### src/rtl/alu_share_pkg.sv
// Shared definitions for the time-shared ALU controller: default operand
// width, opcode encodings and the controller FSM states.
package alu_share_pkg;

    localparam int unsigned ALU_WIDTH = 16;

    localparam logic [2:0] OP_AND = 3'd0;
    localparam logic [2:0] OP_OR  = 3'd1;
    localparam logic [2:0] OP_ADD = 3'd2;
    localparam logic [2:0] OP_SUB = 3'd6;
    localparam logic [2:0] OP_SLT = 3'd7;

    typedef enum logic [1:0] {
        S_IDLE = 2'd0,
        S_EXEC = 2'd1,
        S_RESP = 2'd2
    } state_t;

endpackage

### src/rtl/alu_share_ctrl_alu.sv
// alu_core: combinational WIDTH-bit ALU (AND/OR/ADD/SUB/SLT).
// Optional feature macro: ALU_SHARE_OVF_EN adds the signed-overflow output.
// Ports:
//   a, b  : operands (two's complement)
//   op    : opcode (see alu_share_pkg)
//   z     : result (0 for unsupported opcodes)
//   zero  : result is zero, supported opcodes only
//   err   : unsupported opcode
//   ovf   : signed overflow for ADD/SUB (ALU_SHARE_OVF_EN only)
module alu_core
    import alu_share_pkg::*;
#(
    parameter int unsigned WIDTH = ALU_WIDTH
) (
    input  logic [WIDTH-1:0] a,
    input  logic [WIDTH-1:0] b,
    input  logic [2:0]       op,
    output logic [WIDTH-1:0] z,
    output logic             zero,
    output logic             err
`ifdef ALU_SHARE_OVF_EN
    ,
    output logic             ovf
`endif
);

    logic [WIDTH-1:0] w_sum;
    logic [WIDTH-1:0] w_diff;
    logic             w_lt;

    assign w_sum  = a + b;
    assign w_diff = a - b;
    assign w_lt   = $signed(a) < $signed(b);

    // Result select; unsupported codes return zero with err set
    always_comb begin
        z   = '0;
        err = 1'b0;
        case (op)
            OP_AND:  z = a & b;
            OP_OR:   z = a | b;
            OP_ADD:  z = w_sum;
            OP_SUB:  z = w_diff;
            OP_SLT:  z = {{(WIDTH-1){1'b0}}, w_lt};
            default: err = 1'b1;
        endcase
    end

    assign zero = !err && (z == '0);

`ifdef ALU_SHARE_OVF_EN
    // Overflow from sign bits: ADD same-sign inputs, SUB opposite-sign inputs
    always_comb begin
        ovf = 1'b0;
        case (op)
            OP_ADD:  ovf = (a[WIDTH-1] == b[WIDTH-1]) && (w_sum[WIDTH-1] != a[WIDTH-1]);
            OP_SUB:  ovf = (a[WIDTH-1] != b[WIDTH-1]) && (w_diff[WIDTH-1] != a[WIDTH-1]);
            default: ovf = 1'b0;
        endcase
    end
`endif

endmodule

### src/rtl/alu_share_ctrl.sv
// alu_share_ctrl: time-shares one alu_core between NREQ requesters.
// Round-robin arbitration in IDLE, operands latched on accept, ALU evaluated
// in EXEC, registered result pulsed to the owner in RESP (1 op / 3 cycles).
// Optional feature macro: ALU_SHARE_OVF_EN adds the rsp_ovf output.
// Ports:
//   clk, rst_n          : clock, synchronous active-low reset
//   req_valid/req_ready : per-requester handshake (ready is combinational)
//   req_a/req_b/req_op  : packed per-requester operands and opcode
//   rsp_valid           : one-cycle result pulse to the owning requester
//   rsp_z/zero/err/ovf  : shared registered result bus and flags
module alu_share_ctrl
    import alu_share_pkg::*;
#(
    parameter int unsigned WIDTH = ALU_WIDTH,
    parameter int unsigned NREQ  = 2
) (
    input  logic                  clk,
    input  logic                  rst_n,
    input  logic [NREQ-1:0]       req_valid,
    output logic [NREQ-1:0]       req_ready,
    input  logic [NREQ*WIDTH-1:0] req_a,
    input  logic [NREQ*WIDTH-1:0] req_b,
    input  logic [NREQ*3-1:0]     req_op,
    output logic [NREQ-1:0]       rsp_valid,
    output logic [WIDTH-1:0]      rsp_z,
    output logic                  rsp_zero,
    output logic                  rsp_err
`ifdef ALU_SHARE_OVF_EN
    ,
    output logic                  rsp_ovf
`endif
);

    localparam int unsigned IDW = (NREQ > 1) ? $clog2(NREQ) : 1;

    state_t           r_state;
    state_t           w_state_nxt;
    logic [IDW-1:0]   r_last;
    logic [IDW-1:0]   r_id;
    logic [WIDTH-1:0] r_a;
    logic [WIDTH-1:0] r_b;
    logic [2:0]       r_op;

    logic [NREQ-1:0]  r_rsp_valid;
    logic [WIDTH-1:0] r_rsp_z;
    logic             r_rsp_zero;
    logic             r_rsp_err;

    logic             w_any;
    logic [IDW-1:0]   w_win;
    logic [WIDTH-1:0] w_z;
    logic             w_zero;
    logic             w_err;

`ifdef ALU_SHARE_OVF_EN
    logic             w_ovf;
    logic             r_rsp_ovf;
`endif

    // Round-robin pick: scan from last_grant+1; the loop runs from the
    // lowest priority upward so the closest valid requester writes last.
    always_comb begin
        w_any = 1'b0;
        w_win = '0;
        for (int k = int'(NREQ); k >= 1; k--) begin
            if (req_valid[(int'(r_last) + k) % int'(NREQ)]) begin
                w_any = 1'b1;
                w_win = IDW'((int'(r_last) + k) % int'(NREQ));
            end
        end
    end

    // Next state and combinational grant
    always_comb begin
        w_state_nxt = r_state;
        req_ready   = '0;
        case (r_state)
            S_IDLE: begin
                if (w_any) begin
                    req_ready[w_win] = 1'b1;
                    w_state_nxt      = S_EXEC;
                end
            end
            S_EXEC:  w_state_nxt = S_RESP;
            S_RESP:  w_state_nxt = S_IDLE;
            default: w_state_nxt = S_IDLE;
        endcase
    end

    alu_core #(
        .WIDTH (WIDTH)
    ) u_alu (
        .a    (r_a),
        .b    (r_b),
        .op   (r_op),
        .z    (w_z),
        .zero (w_zero),
        .err  (w_err)
`ifdef ALU_SHARE_OVF_EN
        ,
        .ovf  (w_ovf)
`endif
    );

    // State, request capture and registered response; reset aborts any op
    always_ff @(posedge clk) begin
        if (!rst_n) begin
            r_state     <= S_IDLE;
            r_last      <= IDW'(NREQ - 1);
            r_id        <= '0;
            r_a         <= '0;
            r_b         <= '0;
            r_op        <= '0;
            r_rsp_valid <= '0;
            r_rsp_z     <= '0;
            r_rsp_zero  <= 1'b0;
            r_rsp_err   <= 1'b0;
`ifdef ALU_SHARE_OVF_EN
            r_rsp_ovf   <= 1'b0;
`endif
        end else begin
            r_state     <= w_state_nxt;
            r_rsp_valid <= '0;
            if (r_state == S_IDLE && w_any) begin
                r_id   <= w_win;
                r_last <= w_win;
                r_a    <= req_a[int'(w_win)*int'(WIDTH) +: WIDTH];
                r_b    <= req_b[int'(w_win)*int'(WIDTH) +: WIDTH];
                r_op   <= req_op[int'(w_win)*3 +: 3];
            end
            if (r_state == S_EXEC) begin
                r_rsp_valid[r_id] <= 1'b1;
                r_rsp_z           <= w_z;
                r_rsp_zero        <= w_zero;
                r_rsp_err         <= w_err;
`ifdef ALU_SHARE_OVF_EN
                r_rsp_ovf         <= w_ovf;
`endif
            end
        end
    end

    assign rsp_valid = r_rsp_valid;
    assign rsp_z     = r_rsp_z;
    assign rsp_zero  = r_rsp_zero;
    assign rsp_err   = r_rsp_err;
`ifdef ALU_SHARE_OVF_EN
    assign rsp_ovf   = r_rsp_ovf;
`endif

endmodule

### config.mk
export PLATFORM = sky130hd
export DESIGN_NAME = alu_share_ctrl
export DESIGN_NICKNAME = d
export VERILOG_FILES = /design/src/rtl/alu_share_pkg.sv /design/src/rtl/alu_share_ctrl_alu.sv /design/src/rtl/alu_share_ctrl.sv
export SDC_FILE = /design/constraint.sdc
export NUM_CORES = 1
export LEC_CHECK = 0
export BUFFER_PORTS_ARGS = -buffer_cell sky130_fd_sc_hd__buf_2
export CAP_MARGIN = 30
export CORE_MARGIN = 8
export CORE_UTILIZATION = 30
export DETAILED_ROUTE_END_ITERATION = 8
export GPL_TIMING_DRIVEN = 1
export SLEW_MARGIN = 0
export SYNTH_ARGS = -nofsm -noshare
export SYNTH_HDL_FRONTEND = slang
export SYNTH_SLANG_ARGS = --single-unit
### constraint.sdc
create_clock -name clk -period 11.15 [get_ports clk]
set_clock_uncertainty 0.2 [all_clocks]
set_input_delay 0.5575 -clock clk [delete_from_list [all_inputs] [get_ports clk]]
set_output_delay 0.5575 -clock clk [all_outputs]
set_load 0.005 [all_outputs]
# After elaboration in Yosys (flattened, before gate mapping)

Cells that the tools add are included.
Widths: inputs -> output; s select.

Register bits: 59
Latch bits: 0
RAM bits: 0
ROM bits: 0
Bits of input ports: 74
Output and inout bits: 22
Word-level logic and storage cells: 64
Memories: 0

$add $sub $neg: 4
$mul: 1
Divide/modulo/power cells: 0
Order comparisons: 7
Equality and inequality tests: 6
Shift-type cells: 3
Multiplexer cells: 20
Bitwise logic cells: 4
Reductions and logical operators: 9

Operators by type and width:

| operator            | count |
|---|---|
| $pmux 16 s5         | 1 |
| $shiftx 32x6->16    | 2 |
| $add 16x16->16      | 1 |
| $and 16x16->16      | 1 |
| $logic_not 16->1    | 1 |
| $lt 16x16->1        | 1 |
| $or 16x16->16       | 1 |
| $sub 16x16->16      | 1 |
| $mux 1              | 13 |
| $eq 3x3->1 const B  | 2 |
| $lt 2x3->1 const B  | 2 |
| $mux 2              | 3 |
| $shiftx 6x4->3      | 1 |
| $reduce_or 5->1     | 1 |
| $logic_and 1x1->1   | 4 |
| $lt 1x2->1 const B  | 2 |
| $pmux 2 s2          | 1 |
| $eq 3x1->1 const B  | 1 |
| $eq 3x2->1 const B  | 1 |
| $logic_not 3->1     | 1 |
| $mul 1x2->3 const B | 1 |
| $add 1x1->1 const B | 2 |
| $and 1x1->1 const A | 2 |
| $demux 1 s1         | 2 |
| 5 further kinds     | 6 |

# Longest topological paths before layout

Depth in word-level cells: 13
Gate-level depth with buffers: 12
Mapped depth without buffers: 12

# By module

From an unflattened synthesis, not the netlist that was laid out.

Cell total of the unflattened synthesis: 650
Area, all modules: 5002.3 µm²

By module, submodules not included:

| module         | times used | cells an instance | area each (µm²) | seq. area each (µm²) |
|---|---|---|---|---|
| alu_core       | 1          | 359               | 2542.4          | 0.0 |
| alu_share_ctrl | 1          | 291               | 2459.9          | 1181.1 |

# Worst setup path after synthesis

No wires, ideal clock.

Path kind: reg2reg
Start point: register r_a[0]
End point: register r_rsp_zero (netlist: rsp_zero)
Setup time: 0.084 ns
Arrival time: 3.434 ns
Required time: 10.866 ns
Setup slack: 7.431 ns
Stages on the path, launching flop included: 12
Path buffers: 0
Period minus slack after synthesis: 3.719 ns
Cell sequence: dfxtp_1 > inv_1 > ha_1 > fa_1 > nor3_2 > a31oi_1 > o31ai_1 > or4_1 > or4_1 > or4_1 > or4_1 > o31ai_2

Cells in the longest elaborated chain, start to end: 4
Elaborated cells on any way between the ends: 8
Those cells by class: add/sub: 2; order compare: 1; mux: 1; bitwise: 2; reduce/logical: 2

Ends and longest elaborated chain:

| item                                   | line                     | RTL |
|---|---|---|
| start, declared                        | alu_share_ctrl.sv:40     | `logic [WIDTH-1:0] r_a;` |
| start signal, assigned                 | alu_share_ctrl.sv:127    | `r_a <= req_a[int'(w_win)*int'(WIDTH) +: WIDTH];` |
| $sub 16x16->16 (tied with other cells) | alu_share_ctrl_alu.sv:32 | `assign w_diff = a - b;` |
| $pmux 16 s5 (*)                        | alu_share_ctrl_alu.sv:39 | `case (op)` |
| $logic_not 16->1 (*)                   | alu_share_ctrl_alu.sv:49 | `assign zero = !err && (z == '0);` |
| $logic_and 1x1->1 (*)                  | alu_share_ctrl_alu.sv:49 |  |
| end signal, assigned                   | alu_share_ctrl.sv:134    | `r_rsp_zero <= w_zero;` |
| end, declared                          | alu_share_ctrl.sv:46     | `logic r_rsp_zero;` |

Every way passes the cells marked *; elsewhere a longest branch is shown, timed or not.
A chain may end at the register's enable or synchronous reset.

# Worst setup path after layout

Start point: register r_b[1]
End point: register r_rsp_zero (netlist: rsp_zero)

Cells in the longest elaborated chain, start to end: 4
Elaborated cells on any way between the ends: 8
Those cells by class: add/sub: 2; order compare: 1; mux: 1; bitwise: 2; reduce/logical: 2

Ends and longest elaborated chain:

| item                                   | line                     | RTL |
|---|---|---|
| start, declared                        | alu_share_ctrl.sv:41     | `logic [WIDTH-1:0] r_b;` |
| start signal, assigned                 | alu_share_ctrl.sv:128    | `r_b <= req_b[int'(w_win)*int'(WIDTH) +: WIDTH];` |
| $sub 16x16->16 (tied with other cells) | alu_share_ctrl_alu.sv:32 |  |
| $pmux 16 s5 (*)                        | alu_share_ctrl_alu.sv:39 |  |
| $logic_not 16->1 (*)                   | alu_share_ctrl_alu.sv:49 |  |
| $logic_and 1x1->1 (*)                  | alu_share_ctrl_alu.sv:49 |  |

Marked as above.

==> impl_results.md <==
- Outcome: finished, final reports clean
- Worst rel slew slack: 0.4505
- Via-to-Cell Ratio: 5.270
- Synth Register Bits: 59
- Cell area after layout: 5408 sq um
- Row count: 44
- Critical Path End Type: flip-flop
- Num ports: 96
- Final hold slack: 0.2486 ns
- Synth unique cells: 61
- Cells after Synth: 569
- Int Power: 539.8 uW
- Clock power frac: 0.356
- Clk_lat worst skew: 0.34 ns
- Fill cells: 1558
- WL final: about 14000 um
- Post-synthesis instance area: between 4000 and 5000 sq um
- Initial core utilization: 0.3073
- Initial DRT Pass Iterations: 8
- Sw power: ~280 uW
- # setup viols final: 0
- H-Tree Depth: 3
- Max incr delay on CP: roughly 0.52 ns
- Predominant post-synthesis flop cell: dfxtp_1
- Fmax: ~0.25 GHz
- Worst-path clk slew: 0.05 ns
- Setup CP Type: reg2reg
- Most common cell after layout, fill and taps aside: buf_2
- PD cells: approximately 150 nW/um^2
- Pleak: 2.350 nW
- Wire per inst: about 17 um
- Post-synthesis net count: 694
- CTS tree: built
- Sw Ratio: 0.3455
- Maximum VDD drop: 0.07286 mV
- RSZ-0062 raised after global routing: no
- DRC viols: 0
- Post-CTS setup buffer count: 0
- CTS root buffer: clkbuf_16
- Crit path top cell by count: or4_1
- Dpl hpwl: between 10000 and 15000 um
- Fin nets: 769
- Setup crit start kind: flip-flop
- Worst-Margin Slew: 0.8195 ns
- Setup TNS: 0 ns
- Min-Delay Path Class: reg2reg
- Die W: 138.0 um
- Final antenna-violating net count: 0
- Period minus WS final: 3.963 ns
- Largest net degree at the start of global routing: 43
- Area grow syn2layout: 21.06%
- CTS Sinks: 59
- Layout cell share with drive strength beyond 1: 0.1895
- N_diodes: 0
- First-pass GRT wire length: 22970 um
- YS warnings: 0
- Total GRT Usage: 0.1453
- Cts bufs inserted: 9
- Seq pwr share: 0.305
- Comb power frac: 0.339
- Vias after detailed routing: around 4400
- Post-CTS Resized: 0
- Number of global-route vias before repair: 4424
- Final count of hold timing violations: 0
- Final worst-path cycle share: 0.3554
- Die H: 138.0 um
- Core Footprint: about 15000 sq um
- Post-Syn Area per Cell: between 7 and 8 sq um
- Ys async rst share: 0
- Post-CTS Hold Fix Bufs: 0
- Placed cell area: 5097 sq um
- Slowest cell on crit path: or4_1
- Routability cong.: 0.9045
- Most frequent cells in the layout: buf_2, nor2_1, dfxtp_1
- CP Data Arrival Time: 4.02 ns
- Initial antenna violation count: 0
- Max Cap Viol: 0
- Number of port buffers: 95
- DRT iter0 DRCs: between 400 and 500
- Seq/Total Area, Yosys: 0.2644
- CTS Buffer Depth: 2
- Worst path cell trace: inv_1 -> ha_1 -> nor2_1 -> o311ai_1 -> a21oi_1 -> o311ai_0 -> a2bb2oi_1 -> or4_1 -> or4_1 -> or4_1 -> o31ai_2
- Worst Path Required: 11.21 ns
- Final Max Slew Viols: 0
- Die ar.: around 19000 sq um
- EDFF count, synth: 0
- CP Max Fanout: 5
- GR Overflow Total: 0
- Post-layout utilization of the core: 0.3721
area by class of cell:
class,count,area (sq um),share of cell area
Clock inverter,5,77.57,0.01435
Multi-Input combinational cell,420,2935,0.5428
Tap cell,184,230.2,0.04257
Sequential cell,59,1181,0.2184
Timing Repair Buffer,104,563.0,0.1041
Clock buffer,11,232.7,0.04304
Inverter,50,187.7,0.03471
logic make-up after synthesis:
logic type | Yosys count | synth area share
compound gates | 161 | 0.2588
xor+xnor | 12 | 0.02353
fa+ha+maj | 51 | 0.1462
buf+inv | 90 | 0.07927
flops | 59 | 0.2644
mux | 22 | 0.04930
simple gates | 174 | 0.1784
critical path: cells and delay by family (launching register included):
| kind | cells | cell delay (ns) |
|---|---|---|
| AND/OR/NAND/NOR | 4 | 1.57 |
| AO/OA/AOI/OAI | 5 | 1.20 |
| flip-flops | 1 | 0.46 |
| adder cells (fa/ha/maj) | 1 | 0.33 |
| buffers and inverters | 1 | 0.11 |
routing by layer:
| layer | up-vias | GRT usage | routed length [um] |
|---|---|---|---|
| met2 | 149 | 0.2135 | 5856 |
| met4 | 0 | 0.05835 | 330 |
| met5 | - | 0 | 0 |
| li1 | 2215 | - | - |
| met3 | 18 | 0.04897 | 960 |
| met1 | 2008 | 0.1898 | 7019 |
final timing paths:
kind | from | end | slack [ns] | cells after the start
hold reg to reg | r_id$_SDFFE_PN0P_ | rsp_valid[0]$_SDFF_PN0_ | 0.25 | 1
hold / removal | r_id$_SDFFE_PN0P_ | rsp_valid[0]$_SDFF_PN0_ | 0.25 | 1
setup / recovery | r_b[1]$_SDFFE_PN0P_ | rsp_zero$_SDFFE_PN0N_ | 7.19 | 11
setup reg to reg | r_b[1]$_SDFFE_PN0P_ | rsp_zero$_SDFFE_PN0N_ | 7.19 | 11
sequential cells by signal, summed over array words and instances, names as in the netlist:
register   cells
rsp_valid      2
rsp_z         16
r_op           3
rsp_err        1
r_last         1
r_a           16
rsp_zero       1
r_state        2
r_id           1
r_b           16
per-stage QoR:
step	cells	setup slack [ns]	total power, mW
final	833	7.187	0.8247
after global routing	833	6.938	0.8800
after CTS	833	7.186	0.8301
after detailed placement	817	7.209	0.5327
after global placement	816	7.275	0.5269
after floorplan	569	7.431	0.4491
Yosys cell counts, types with 2 or more instances:
cell type | count | area, sq um
nor2_1 | 89 | 334.1
dfxtp_1 | 59 | 1181
ha_1 | 49 | 613.1
inv_1 | 49 | 183.9
clkbuf_1 | 33 | 123.9
a211oi_1 | 28 | 210.2
a21oi_1 | 26 | 130.1
o21ai_0 | 26 | 130.1
nand2_1 | 23 | 86.33
mux2i_1 | 22 | 220.2
a222oi_1 | 21 | 210.2
nor3_1 | 14 | 70.07
xnor2_1 | 11 | 96.34
nand3_1 | 10 | 50.05
nand2b_1 | 7 | 43.79
o22ai_1 | 7 | 43.79
a31oi_1 | 6 | 37.54
o211ai_1 | 6 | 45.04
a21o_1 | 5 | 37.54
nor2b_1 | 5 | 31.28
nand4_1 | 4 | 25.02
nor4_1 | 4 | 25.02
o311ai_0 | 4 | 35.03
o31ai_1 | 4 | 30.03
or3_1 | 4 | 25.02
or4_1 | 4 | 30.03
a211o_1 | 3 | 26.28
buf_1 | 3 | 11.26
a2111o_1 | 2 | 22.52
a2bb2oi_1 | 2 | 17.52
a311oi_1 | 2 | 17.52
and3_1 | 2 | 12.51
buf_4 | 2 | 15.01
fa_1 | 2 | 40.04
nand4b_1 | 2 | 17.52
o21a_1 | 2 | 15.01
o21bai_1 | 2 | 15.01
o221ai_1 | 2 | 17.52
power by group through the flow:
stage	Combinational [mW]	Clock (mW)	Sequential, mW
final	0.280	0.293	0.251
after global routing	0.311	0.314	0.255
after CTS	0.278	0.301	0.252
after detailed placement	0.277	0	0.256
after global placement	0.272	0	0.255
after floorplan	0.199	0	0.250
Note: power is estimated with default switching activity, not from simulation.
